## src/rtl/fetch_pkg.sv

```systemverilog
// Shared types and constants for the instruction-fetch stage.
// Holds the fetch FSM encoding and the IF/DE bundle layout.
package fetch_pkg;

    localparam logic [31:0] NOP_INST = 32'h0000_0013;

    typedef enum logic [1:0] {
        ISSUE = 2'd0,
        WAIT  = 2'd1,
        DRAIN = 2'd2,
        HOLD  = 2'd3
    } fetch_state_t;

    typedef struct packed {
        logic [31:0] pc;
        logic [31:0] inst;
        logic        valid;
    } if_de_t;

    function automatic logic [31:0] word_align(input logic [31:0] a);
        return {a[31:2], 2'b00};
    endfunction

endpackage

```

## src/rtl/if_de_pipe_reg.sv

```systemverilog
// IF/DE pipeline register with bubble > hold > load priority.
// A bubble keeps the last PC but drops the instruction to a NOP.
module if_de_pipe_reg
    import fetch_pkg::*;
#(
    parameter logic [31:0] NOP_WORD = fetch_pkg::NOP_INST
) (
    input  logic        clk_i,
    input  logic        rst_ni,
    input  logic        bubble_i,
    input  logic        hold_i,
    input  logic        load_i,
    input  logic [31:0] pc_i,
    input  logic [31:0] inst_i,
    output logic [31:0] pc_o,
    output logic [31:0] inst_o,
    output logic        valid_o
);

    if_de_t q_q;
    if_de_t q_d;

    // Select next IF/DE contents; anything not loaded or held is a bubble.
    always_comb begin
        q_d       = q_q;
        q_d.inst  = NOP_WORD;
        q_d.valid = 1'b0;
        if (bubble_i) begin
            q_d.inst  = NOP_WORD;
            q_d.valid = 1'b0;
        end else if (hold_i) begin
            q_d = q_q;
        end else if (load_i) begin
            q_d.pc    = pc_i;
            q_d.inst  = inst_i;
            q_d.valid = 1'b1;
        end
    end

    // Register the IF/DE bundle.
    always_ff @(posedge clk_i or negedge rst_ni) begin
        if (!rst_ni) begin
            q_q.pc    <= 32'h0;
            q_q.inst  <= NOP_WORD;
            q_q.valid <= 1'b0;
        end else begin
            q_q <= q_d;
        end
    end

    assign pc_o    = q_q.pc;
    assign inst_o  = q_q.inst;
    assign valid_o = q_q.valid;

endmodule

```

## src/rtl/fetch_stage.sv

```systemverilog
// Instruction-fetch stage: fetch PC, imem handshake, IF/DE register.
// One request outstanding; DRAIN swallows the response of a squashed fetch.
module fetch_stage
    import fetch_pkg::*;
#(
    parameter logic [31:0] RESET_PC = 32'h0000_0000,
    parameter logic [31:0] NOP_INST = fetch_pkg::NOP_INST
) (
    input  logic        clk,
    input  logic        rst,
    input  logic        stall_if,
    input  logic        br_taken,
    input  logic [31:0] br_target,
    output logic        imem_req,
    output logic [31:0] imem_addr,
    input  logic        imem_rvalid,
    input  logic [31:0] imem_rdata,
    output logic [31:0] pc_de,
    output logic [31:0] inst_de,
    output logic        valid_de
);

    fetch_state_t state_q, state_d;
    logic [31:0]  pc_q, pc_d;
    logic [31:0]  buf_pc_q, buf_pc_d;
    logic [31:0]  buf_inst_q, buf_inst_d;

    logic         req;
    logic         ld;
    logic [31:0]  ld_pc;
    logic [31:0]  ld_inst;
    logic [31:0]  tgt;
    logic [31:0]  pc_inc;

    assign tgt    = word_align(br_target);
    assign pc_inc = pc_q + 32'd4;

    // Next-state, PC update and IF/DE load selection.
    always_comb begin
        state_d    = state_q;
        pc_d       = pc_q;
        buf_pc_d   = buf_pc_q;
        buf_inst_d = buf_inst_q;
        req        = 1'b0;
        ld         = 1'b0;
        ld_pc      = pc_q;
        ld_inst    = imem_rdata;
        unique case (state_q)
            ISSUE: begin
                if (br_taken) begin
                    pc_d = tgt;
                end else begin
                    req     = 1'b1;
                    state_d = WAIT;
                end
            end
            WAIT: begin
                if (imem_rvalid) begin
                    state_d = ISSUE;
                    if (br_taken) begin
                        pc_d = tgt;
                    end else if (stall_if) begin
                        buf_pc_d   = pc_q;
                        buf_inst_d = imem_rdata;
                        pc_d       = pc_inc;
                        state_d    = HOLD;
                    end else begin
                        ld   = 1'b1;
                        pc_d = pc_inc;
                    end
                end else if (br_taken) begin
                    pc_d    = tgt;
                    state_d = DRAIN;
                end
            end
            DRAIN: begin
                if (br_taken) begin
                    pc_d = tgt;
                end
                if (imem_rvalid) begin
                    state_d = ISSUE;
                end
            end
            HOLD: begin
                if (br_taken) begin
                    pc_d    = tgt;
                    state_d = ISSUE;
                end else if (!stall_if) begin
                    ld      = 1'b1;
                    ld_pc   = buf_pc_q;
                    ld_inst = buf_inst_q;
                    state_d = ISSUE;
                end
            end
            default: state_d = ISSUE;
        endcase
    end

    // Fetch state, PC and hold buffer.
    always_ff @(posedge clk or negedge rst) begin
        if (!rst) begin
            state_q    <= ISSUE;
            pc_q       <= RESET_PC;
            buf_pc_q   <= 32'h0;
            buf_inst_q <= 32'h0;
        end else begin
            state_q    <= state_d;
            pc_q       <= pc_d;
            buf_pc_q   <= buf_pc_d;
            buf_inst_q <= buf_inst_d;
        end
    end

    assign imem_req  = req & rst;
    assign imem_addr = pc_q;

    if_de_pipe_reg #(
        .NOP_WORD (NOP_INST)
    ) u_if_de (
        .clk_i    (clk),
        .rst_ni   (rst),
        .bubble_i (br_taken),
        .hold_i   (stall_if),
        .load_i   (ld),
        .pc_i     (ld_pc),
        .inst_i   (ld_inst),
        .pc_o     (pc_de),
        .inst_o   (inst_de),
        .valid_o  (valid_de)
    );

endmodule

```

## config.mk

```make
export PLATFORM = sky130hd
export DESIGN_NAME = fetch_stage
export DESIGN_NICKNAME = d
export VERILOG_FILES = /design/src/rtl/fetch_pkg.sv /design/src/rtl/if_de_pipe_reg.sv /design/src/rtl/fetch_stage.sv
export SDC_FILE = /design/constraint.sdc
export NUM_CORES = 1
export LEC_CHECK = 0
export ABC_AREA = 0
export ABC_CLOCK_PERIOD_IN_PS = 2200
export BUFFER_PORTS_ARGS = -buffer_cell sky130_fd_sc_hd__buf_2
export CORE_UTILIZATION = 40
export DETAILED_ROUTE_END_ITERATION = 8
export PLACE_DENSITY_LB_ADDON = 0.3
export SLEW_MARGIN = 25
export SYNTH_ARGS = -nofsm -noshare
export SYNTH_HDL_FRONTEND = slang
export SYNTH_HIERARCHICAL = 1
export SYNTH_SLANG_ARGS = --single-unit
```

## constraint.sdc

```tcl
create_clock -name clk -period 2.2 [get_ports clk]
set_input_delay 0.55 -clock clk [delete_from_list [all_inputs] [get_ports clk]]
set_output_delay 0.55 -clock clk [all_outputs]
set_load 0.02 [all_outputs]
```

* Word-level counts from Yosys, hierarchy flattened
Index checks and enable logic that the tools add are counted.
Storage, ports and cells: flip-flop bits (word level) 163, input port bits 69, output and inout port bits 98, word-level logic and storage cells 48
Operators by class: add/subtract/negate cells 1, equality and inequality tests 8, mux-type cells 24, bitwise logic cells 3, reduce and logical (&&, ||, !) cells 5
Operator list (number):
- $mux W32 | 5
- $mux W33 | 3
- $pmux W32 S2 | 1
- $add A32 B3 Y32 const B | 1
- $mux W2 | 8
- $pmux W2 S4 | 1
- $reduce_and A4 Y1 | 2
- $ne A3 B3 Y1 const B | 2
- $mux W1 | 5
- $eq A2 B2 Y1 const B | 2
- $ne A2 B2 Y1 const B | 2
- $reduce_and A3 Y1 | 1
- $reduce_or A3 Y1 | 1
- $eq A2 B1 Y1 const B | 1
- $logic_not A2 Y1 | 1
- $ne A2 B1 Y1 const B | 1
- $not A1 Y1 | 2
- $pmux W1 S2 | 1
- $and A1 B1 Y1 | 1

* Longest topological paths before layout
Gate-level depths: netlist of the first run.
depth in word-level cells 7, gate-level depth with buffers 7, gate-level depth less buffers 5

* Hierarchy
The synthesis of the first run kept the hierarchy.
Modules (own cells, without submodules):
- fetch_stage | instances 1, cells each 424, area each 5116.2 sq um, sequential area each 2452.4 sq um
- if_de_pipe_reg | instances 1, cells each 213, area each 2647.5 sq um, sequential area each 1630.3 sq um

* Least setup slack after synthesis of the first run
OpenSTA, ideal clock, no wires.
path type input port to output port, start in br_taken, end out imem_req, data arrival time 1899 ps, slack -249 ps, stages on the path 3, cells stage by stage buf_1 clkbuf_1 nor4b_1
On the way: cells in the longest elaborated chain, start to end 3
RTL lines:
- start, declared | RTL line fetch_stage.sv:12 | input logic br_taken,
- $mux W1 | RTL line fetch_stage.sv:50 | if (br_taken) begin
- $mux W1 | RTL line fetch_stage.sv:48 | unique case (state_q)
- $and A1 B1 Y1 | RTL line fetch_stage.sv:114 | assign imem_req = req & rst;
- end, declared | RTL line fetch_stage.sv:14 | output logic imem_req,
No other way between the ends.

* Worst setup path after layout of the first run
start reg pc_q[13], in the netlist imem_addr[13], end reg pc_q[25], in the netlist imem_addr[25]
On the way: cells in the longest elaborated chain, start to end 4
RTL lines:
- start, declared | RTL line fetch_stage.sv:24 | logic [31:0] pc_q, pc_d;
- start signal, assigned | RTL line fetch_stage.sv:108 | pc_q <= pc_d;
- $add A32 B3 Y32 | RTL line fetch_stage.sv:36 | assign pc_inc = pc_q + 32'd4;
- $mux W32 | RTL line fetch_stage.sv:60 | if (br_taken) begin
- $mux W32 | RTL line fetch_stage.sv:58 | if (imem_rvalid) begin
- $pmux W32 S2 | RTL line fetch_stage.sv:48
- net pc_d[25] | RTL line fetch_stage.sv:24
The timed path passes the listed nets, and every way through them passes these cells. A chain may end at the register's enable or synchronous reset.

==> results.toml, run 1 <==
[outcome]
outcome = "completed"

[setup_path]
reg2regPathDepth = 4
worst-path-buf-inv = 0
slowest_stage = "or3_1"
path_delay_family = "simple AND/OR/NAND/NOR gates"
crit_fanout = 8
startpoint = "imem_addr[13]"
worstSetupEndpointType = "flip-flop"
required_ps = 2540
path_cells = "nand4_2, or3_1, or4_1, a31oi_1"
r2r_setup_slack_ps = 160
critPathKind = "reg2reg"
r2r_end = "imem_addr[25]"
endpoint = "imem_addr[25]"
cp_data_arrival_time_ps = 2390
path_depth = 4
reg2reg_from = "imem_addr[13]"
cp-start-kind = "flip-flop"
slowest_delay_ps = 570

[timing]
whs_ps = 300
setup-violations-final = 0
finalCritPeriodShare_pct = 92.9
tightest_slew_ps = 897
maxSlewViolCount = 0
slew_headroom_pct = 40.2
fin_worst_skew_ps = 8.62
rsz0062_at_grt = "no"
fmax_ghz = 0.489
hold_viol_final = 0
period_needed_ps = 2040

[pwr]
ir_drop_uv = 548
internal-power_mw = 6.29
combPwrFrac_pct = 18.3
powerDensity_nw_per_um2 = 894
power.leakage_nw = 4.44
clkPwrFrac_pct = 35.8
p_seq_share_pct = 45.9
switchingPower_mw = 2.36
p_sw_share_pct = 27.3

[clock_tree]
clock_latency_ps = 420
cts-htree-levels = 4
cts_tree = "built"
clkTransAtPathRegs_ps = 70
hold_buffers = 0
clockRootBuffer = "clkbuf_16"
cts.sinks = 163
cts_buffer_depth = 2
cts_buffers = 17
postCtsResizedCells = 0
postCtsSetupBuffers = 0

[synthesis]
muxShareOfSynthArea_pct = 26.4
ys_ff_latch = 163
synth_compound_area_share_pct = 4.61
yosysSeqAreaShare_pct = 52.6
synthTopCellsByArea = "dfrtp_1, mux2_2, mux2i_1"
synthAdderAreaFrac_pct = 0.161
netlist_instances = 637
synthSimpleGateAreaFrac_pct = 12.5
yosysUniqueCellTypes = 46
netlist.top_cell.by_area = "dfrtp_1"
synth.top_cell.area_share_pct = 51.6
synth.avg_cell_area_um2 = 12.2
yosys_warnings = 6
syn-cell-area_um2 = 7760
syn_nets = 707
synth_xor_area_share_pct = 0.902
synth_top_family_by_area = "multiplexers"

[global_route]
overflow = 0
grt_max_degree = 164
grt_pass1_wl_um = 29800
grt_pass1_vias = 5562
antenna_found_initial = 1
track_usage_pct = 19.2

[worst_hold_path]
hold_path.class = "in2async"

[route]
detail-route-antenna-nets = 0
drt_wl_total_um = 18100
dr.first_iter.drc_count = 288
routed_via_density = 5.11
num_vias = 5542
drc = 0
post_drt_wl_per_cell_um = 16.6
first_pass_iters = 4

[final_layout]
area_delta_synth_final_pct = 24.7
final_nets = 881
fillers = 1769
drive_above_1_share_pct = 48.1
multi_input_area_um2 = 3480
regArea_um2 = 4080
finish.cell_count_without_fillers = 1085

[placement]
placed_cells = 1052
gp_congestion = 0.788
dp_hpwl_um = 11800
numPortBuffers = 164

[die]
io_pins = 167
die_h_um = 141
core-area_um2 = 18900
die_w_um = 141
start_util_pct = 41.1
fp-row-count = 50
die-area_um2 = 20000

[flow_run]
max_cap_violations = 0
[worst min path at each step]
| stage | from | endpoint |
|---|---|---|
| after detailed placement | u_if_de/pc_o[26] | u_if_de/pc_o[26] |
| after global placement | u_if_de/pc_o[26] | u_if_de/pc_o[26] |
| after global routing | br_target[5] | imem_addr[5] |
| after floorplan | rst | buf_inst_q[0] |
| after CTS | br_target[5] | imem_addr[5] |
| final | rst | u_if_de/pc_o[11] |
[Yosys cell counts, drive strengths merged]
master and count:
dfrtp 160, mux2 158, nand2 51, a21oi 32, nand3b 30, mux2i 27
clkbuf 22, buf 21, nand3 16, nor2 15, o21ai 13, nand4 9
a31oi 8, or4 8, nor2b 6, nor3 6, nor3b 6, and3 5
o31ai 5, xnor2 4, xor2 4, dfstp 3, inv 3, o21bai 3
or3 3, and4 2, and4bb 2, nand2b 2, nand4b 2, nor4 2
a221oi 1, and2 1, and3b 1, clkinv 1, ha 1, nor4b 1
o211ai 1, o22ai 1, or2 1
[cells by family after synthesis]
group | after synthesis
adders and majority gates | 1
DFF | 163
xor gates and xnor gates | 8
buffers and inverters | 47
AOI/OAI and AO/OA | 64
muxes | 185
and+or+nand+nor | 169
[layout by cell type, fill, tap and decap left out, types with 4 or more instances in the layout]
master,n
a21oi_1,32
a31oi_1,8
and3_1,5
buf_12,6
buf_2,163
buf_4,28
clkbuf_16,17
dfrtp_1,160
mux2_2,156
mux2i_1,27
nand2_1,51
nand3_1,16
nand3b_1,30
nand4_1,8
nor2_1,14
nor2b_1,6
nor3_1,5
nor3b_1,4
o21ai_0,13
o31ai_1,5
or4_1,8
xnor2_1,4
xor2_1,4
[area by class of cell]
class                           count  area share, %
Inverter                            4          0.155
Multi-Input combinational cell    427           36.0
Tap cell                          260           3.36
Clock buffer                       21           4.76
Timing Repair Buffer              198           12.0
Clock inverter                     11           1.58
Sequential cell                   163           42.2
Antenna cell                        1         0.0258
[power by group through the flow]
stage          combinational [mW]  sequential, mW  clock, mW
6_report                     1.59            3.97       3.10
5_1_grt                      1.73            4.07       3.30
4_1_cts                      1.61            3.97       3.18
3_5_place_dp                 1.61            4.03          0
3_3_place_gp                 1.58            4.00          0
2_1_floorplan               0.828            4.20          0
[worst register-to-register path, stage by stage, from the launching register on]
cell and delay [ps]:
dfrtp_1 460, nand4_2 240, or3_1 570, or4_1 520, a31oi_1 180
[state kept, by name, indices dropped and copies added, names as in the netlist]
register and cells:
u_if_de/pc_o 32, buf_pc_q 32, buf_inst_q 32, u_if_de/valid_o 1, imem_addr 32, u_if_de/inst_o 32
state_q 2
[stage by stage]
| stage | power [mW] | instance area (um^2) | util [%] | setup WS (ps) | setup TNS [ps] |
|---|---|---|---|---|---|
| detailed placement | 5.63 | 9060 | 48.0 | -11.6 | -24.1 |
| finish | 8.65 | 9680 | 51.2 | 156 | 0 |
| global placement | 5.58 | 9060 | 48.0 | 6.35 | 0 |
| global route | 9.10 | 9680 | 51.2 | 34.4 | 0 |
| floorplan | 5.03 | 7770 | - | 10.9 | 0 |
| CTS | 8.76 | 9680 | 51.2 | 160 | 0 |
[per-layer routing]
layer	GRT usage, %	wire length (um)	up-vias
met5	0	0	-
met3	6.31	1230	15
li1	-	-	2645
met2	30.0	8270	148
met4	5.03	157	0
met1	25.6	8400	2734
Note: power is estimated with default switching activity, not from simulation.
==> run 2, diff against run 1 <==
--- a/config.mk
+++ b/config.mk
@@ -10,7 +10,7 @@
 export BUFFER_PORTS_ARGS = -buffer_cell sky130_fd_sc_hd__buf_2
 export CORE_UTILIZATION = 40
 export DETAILED_ROUTE_END_ITERATION = 8
-export PLACE_DENSITY_LB_ADDON = 0.3
+export PLACE_DENSITY = 0.61
 export SLEW_MARGIN = 25
 export SYNTH_ARGS = -nofsm -noshare
 export SYNTH_HDL_FRONTEND = slang
==> run 2 against run 1 <==
  * Power grew 0.33%
  * Largest power group unchanged
  * Clock power about the same
  * Wire length up 5.2%
  * Register-to-register slack improved by 80 ps
  * Critical path depth down 2
  * Sequential share of layout area fell by 0.30 points
  * Count of clock-buffer cells in the layout decreased by 1
  * Cell count up 0.37%
==> results.toml, run 2 (same netlist as run 1, synthesis figures left out) <==
[placement]
placed_area_um2 = 9140
dp_hpwl_um = 12900
post-place-ws_ps = -39.9
numPortBuffers = 164
placed_cells = 1056
gp_congestion = 0.769

[timing]
period_needed_ps = 2080
fmax_ghz = 0.480
rsz0062_at_grt = "no"
maxSlewViolCount = 0
fin_worst_skew_ps = 10.3
slew_headroom_pct = 40.5
tightest_slew_ps = 893
finalCritPeriodShare_pct = 94.7
whs_ps = 271
final.setup.tns_ps = 0
hold_viol_final = 0
setup-violations-final = 0
setup_ws_ps = 117

[die]
die_h_um = 141
io_pins = 167
start_util_pct = 41.1
core-area_um2 = 18900
die_w_um = 141
die-area_um2 = 20000
fp-row-count = 50

[setup_path]
worstSetupEndpointType = "output pin"
required_ps = 1650
slowest_delay_ps = 450
cp_data_arrival_time_ps = 1530
cp-start-kind = "flip-flop"
r2r_setup_slack_ps = 240
critPathKind = "reg2out"
r2r_end = "imem_addr[25]"
path_cells = "nor4b_2, buf_2"
reg2reg_from = "imem_addr[13]"
path_delay_family = "flip-flops"
slowest_stage = "dfrtp_1"
reg2regPathDepth = 4
worst-path-buf-inv = 1
crit_fanout = 8

[outcome]
outcome = "completed"

[final_layout]
final_cell_mix = "buf_2, dfrtp_1, mux2_2"
area_delta_synth_final_pct = 25.6
final_nets = 885
layout_commonest_cell = "buf_2"
finish.cell_count_without_fillers = 1089
final_area_um2 = 9750
utilization_pct = 51.6
drive_above_1_share_pct = 48.4

[global_route]
grt_max_degree = 164
grt_pass1_wl_um = 31200
track_usage_pct = 20.2
antenna_found_initial = 1
grt_pass1_vias = 5973
overflow = 0

[flow_run]
max_cap_violations = 0

[clock_tree]
postCtsSetupBuffers = 0
postCtsResizedCells = 0
clock_latency_ps = 430
cts_buffers = 17
clockRootBuffer = "clkbuf_16"
cts.sinks = 163
clkTransAtPathRegs_ps = 60
cts-htree-levels = 4
hold_buffers = 0
cts_tree = "built"
cts_buffer_depth = 2

[route]
dr_wl_met3_um = 1200
drt_wl_total_um = 19000
drc = 0
detail-route-antenna-nets = 0
met2WireLength_um = 9360
dr.first_iter.drc_count = 240
first_pass_iters = 5
num_vias = 5689
wl_met1_um = 8240
top_layer_used = "met4"
routed_via_density = 5.22
post_drt_wl_per_cell_um = 17.5

[pwr]
ir_drop_uv = 619
powerDensity_nw_per_um2 = 891
power.leakage_nw = 4.47
power_mw = 8.68

[worst_hold_path]
hold_path.class = "in2async"
[run 2: area by class of cell]
type | instances | area, um^2
fill | 1722 | 9140
tap | 260 | 325
clock inverter | 12 | 156
sequential | 163 | 4080
inverter | 4 | 15.0
antenna | 1 | 2.50
timing repair buffer | 202 | 1230
multi-input combinational | 427 | 3480
clock buffer | 20 | 457
[run 2: worst max-delay path by stage]
stage	startpoint	to	depth (start not counted)
finish	state_q[0]	imem_req	2
CTS	state_q[0]	imem_req	2
floorplan	br_taken	imem_req	3
global route	state_q[0]	imem_req	2
detailed placement	br_taken	u_if_de/inst_o[0]	8
global placement	br_taken	u_if_de/pc_o[23]	7
[run 2: power breakdown]
| part | switching (mW) | internal, mW | leakage, nW |
|---|---|---|---|
| clock | 1.23 | 1.85 | 0.288 |
| combinational | 0.797 | 0.819 | 2.12 |
| sequential | 0.363 | 3.63 | 2.06 |
[run 2: worst reg2reg max path: cells and delay by family (launching register included)]
kind | cells | cell delay (ps)
compound gates | 1 | 190
flops | 1 | 480
simple gates | 3 | 1210
[run 2: layer usage]
layer / track usage, % / vias up
li1: - / 2661
met1: 25.1 / 2858
met2: 33.5 / 154
met3: 6.31 / 16
met4: 6.41 / 0
met5: 0 / -
==> run 3, diff against run 2 <==
--- a/config.mk
+++ b/config.mk
@@ -8,9 +8,9 @@
 export ABC_AREA = 0
 export ABC_CLOCK_PERIOD_IN_PS = 2200
 export BUFFER_PORTS_ARGS = -buffer_cell sky130_fd_sc_hd__buf_2
-export CORE_UTILIZATION = 40
+export CORE_UTILIZATION = 55
 export DETAILED_ROUTE_END_ITERATION = 8
-export PLACE_DENSITY = 0.61
+export PLACE_DENSITY = 0.79
 export SLEW_MARGIN = 25
 export SYNTH_ARGS = -nofsm -noshare
 export SYNTH_HDL_FRONTEND = slang
==> run 3 against run 2 <==
  * Register-to-register slack got worse by 120 ps
  * Sequential power barely moved
  * Non-clock buffer count fell by 3
  * Wire length fell by 1.4%
  * Combinational power barely moved
  * Core utilization rose by 18 points
  * Worst hold slack got worse by 17 ps
  * Power rose by 0.94%
  * Clock skew fell by 4.8 ps
  * Critical path type is now reg2reg
  * Critical endpoint is now u_if_de/inst_o[4]
  * Largest cell class unchanged
  * Largest power group unchanged
==> results.toml, run 3 (same netlist as run 1, synthesis figures left out) <==
[die]
die_h_um = 121
fp-row-count = 43
die_w_um = 121
io_pins = 167
start_util_pct = 56.1
die-area_um2 = 14600
core-area_um2 = 13800

[global_route]
grt_pass1_vias = 6045
met2_usage_pct = 45.9
grt_max_degree = 164
grt_pass1_wl_um = 30000
antenna_found_initial = 1
use_met1_pct = 32.4
use_met3_pct = 8.25
track_usage_pct = 27.0
overflow = 0
grt-busiest-layer = "met2"

[route]
drc = 0
post_drt_wl_per_cell_um = 18.6
dr.first_iter.drc_count = 392
num_vias = 5753
drt_wl_total_um = 18700
detail-route-antenna-nets = 0
routed_via_density = 5.72
first_pass_iters = 4

[timing]
setup-violations-final = 0
hold_viol_final = 0
period_needed_ps = 2080
tightest_slew_ps = 871
finalCritPeriodShare_pct = 94.7
fin_worst_skew_ps = 5.50
maxSlewViolCount = 0
slew_headroom_pct = 41.9
fmax_ghz = 0.480
final.setup.tns_ps = 0
rsz0062_at_grt = "no"

[clock_tree]
clock_latency_ps = 430
cts_buffer_depth = 2
cts_buffers = 17
postCtsResizedCells = 0
cts_tree = "built"
clkTransAtPathRegs_ps = 60
clockRootBuffer = "clkbuf_16"
postCtsSetupBuffers = 0
hold_buffers = 0
cts-htree-levels = 4
cts.sinks = 163

[final_layout]
fillers = 987
regArea_um2 = 4080
area_delta_synth_final_pct = 23.7
final_nets = 882
final_cell_mix = "buf_2, dfrtp_1, mux2_2"
finish.cell_count_without_fillers = 1005
drive_above_1_share_pct = 48.1
multi_input_area_um2 = 3480
layout_commonest_cell = "buf_2"
antenna_cells = 0

[setup_path]
required_ps = 2550
critPathKind = "reg2reg"
crit_fanout = 15
worstSetupEndpointType = "flip-flop"
cp-start-kind = "flip-flop"
cp_data_arrival_time_ps = 2440

[placement]
dp_hpwl_um = 12600
numPortBuffers = 164
placed_cells = 973
gp_congestion = 0.822

[outcome]
outcome = "completed"

[worst_hold_path]
hold_path.class = "in2async"

[flow_run]
max_cap_violations = 0

[pwr]
ir_drop_uv = 586
powerDensity_nw_per_um2 = 912
power.leakage_nw = 4.46
run 3: cell types whose count changed in the layout (fill, tap and decap cells not counted), sizes merged:
cell,before,now
clkinv,6,3
buf,202,199
diode,1,0
clkinvlp,4,2
clkbuf,20,25
run 3: area by class of cell:
cell class	instances	area share (%)
Multi-Input combinational cell	427	36.3
Tap cell	180	2.34
Inverter	4	0.156
Timing Repair Buffer	199	12.1
Clock buffer	25	5.37
Clock inverter	7	1.24
Sequential cell	163	42.5
run 3: critical path, cell delays in order (launching register included):
cell      delay [ps]
dfrtp_1          530
nor3b_2          310
buf_4            250
buf_12           170
mux2_2           350
nor3b_1          270
o21bai_1         100
run 3: metal layers:
metal | wire (um) | up-vias
met5 | 0 | -
met4 | 283 | 0
met1 | 7730 | 2895
met3 | 1340 | 29
li1 | - | 2640
met2 | 9380 | 189
run 3: report_power, final:
part / internal, mW / switching, mW
Sequential: 3.63 / 0.383
Clock: 1.97 / 1.16
Combinational: 0.820 / 0.807
Total: 6.41 / 2.35
run 3: per-stage QoR:
step / instance area, um^2 / hold WS, ps / utilization, % / worst slack (ps) / power, mW
CTS: 9610 / 324 / 69.5 / 128 / 8.82
global placement: 8970 / 467 / 64.9 / -7.09 / 5.55
global route: 9610 / 333 / 69.5 / 38.2 / 9.14
floorplan: 7770 / 254 / - / 10.9 / 5.03
detailed placement: 8970 / 488 / 64.9 / -105 / 5.69
finish: 9610 / 254 / 69.5 / 117 / 8.76
run 3: worst paths after layout:
path | from | to | slack (ps) | cells past startpoint
min in group clk | br_target[2] | imem_addr[2] | 340 | 3
setup reg to reg | state_q[1] | u_if_de/inst_o[4] | 120 | 6
max in group asynchronous | rst | imem_addr[30] | 1280 | 2
setup / recovery | state_q[1] | u_if_de/inst_o[4] | 120 | 6
hold / removal | rst | imem_addr[11] | 250 | 2
hold reg to reg | u_if_de/pc_o[26] | u_if_de/pc_o[26] | 490 | 1
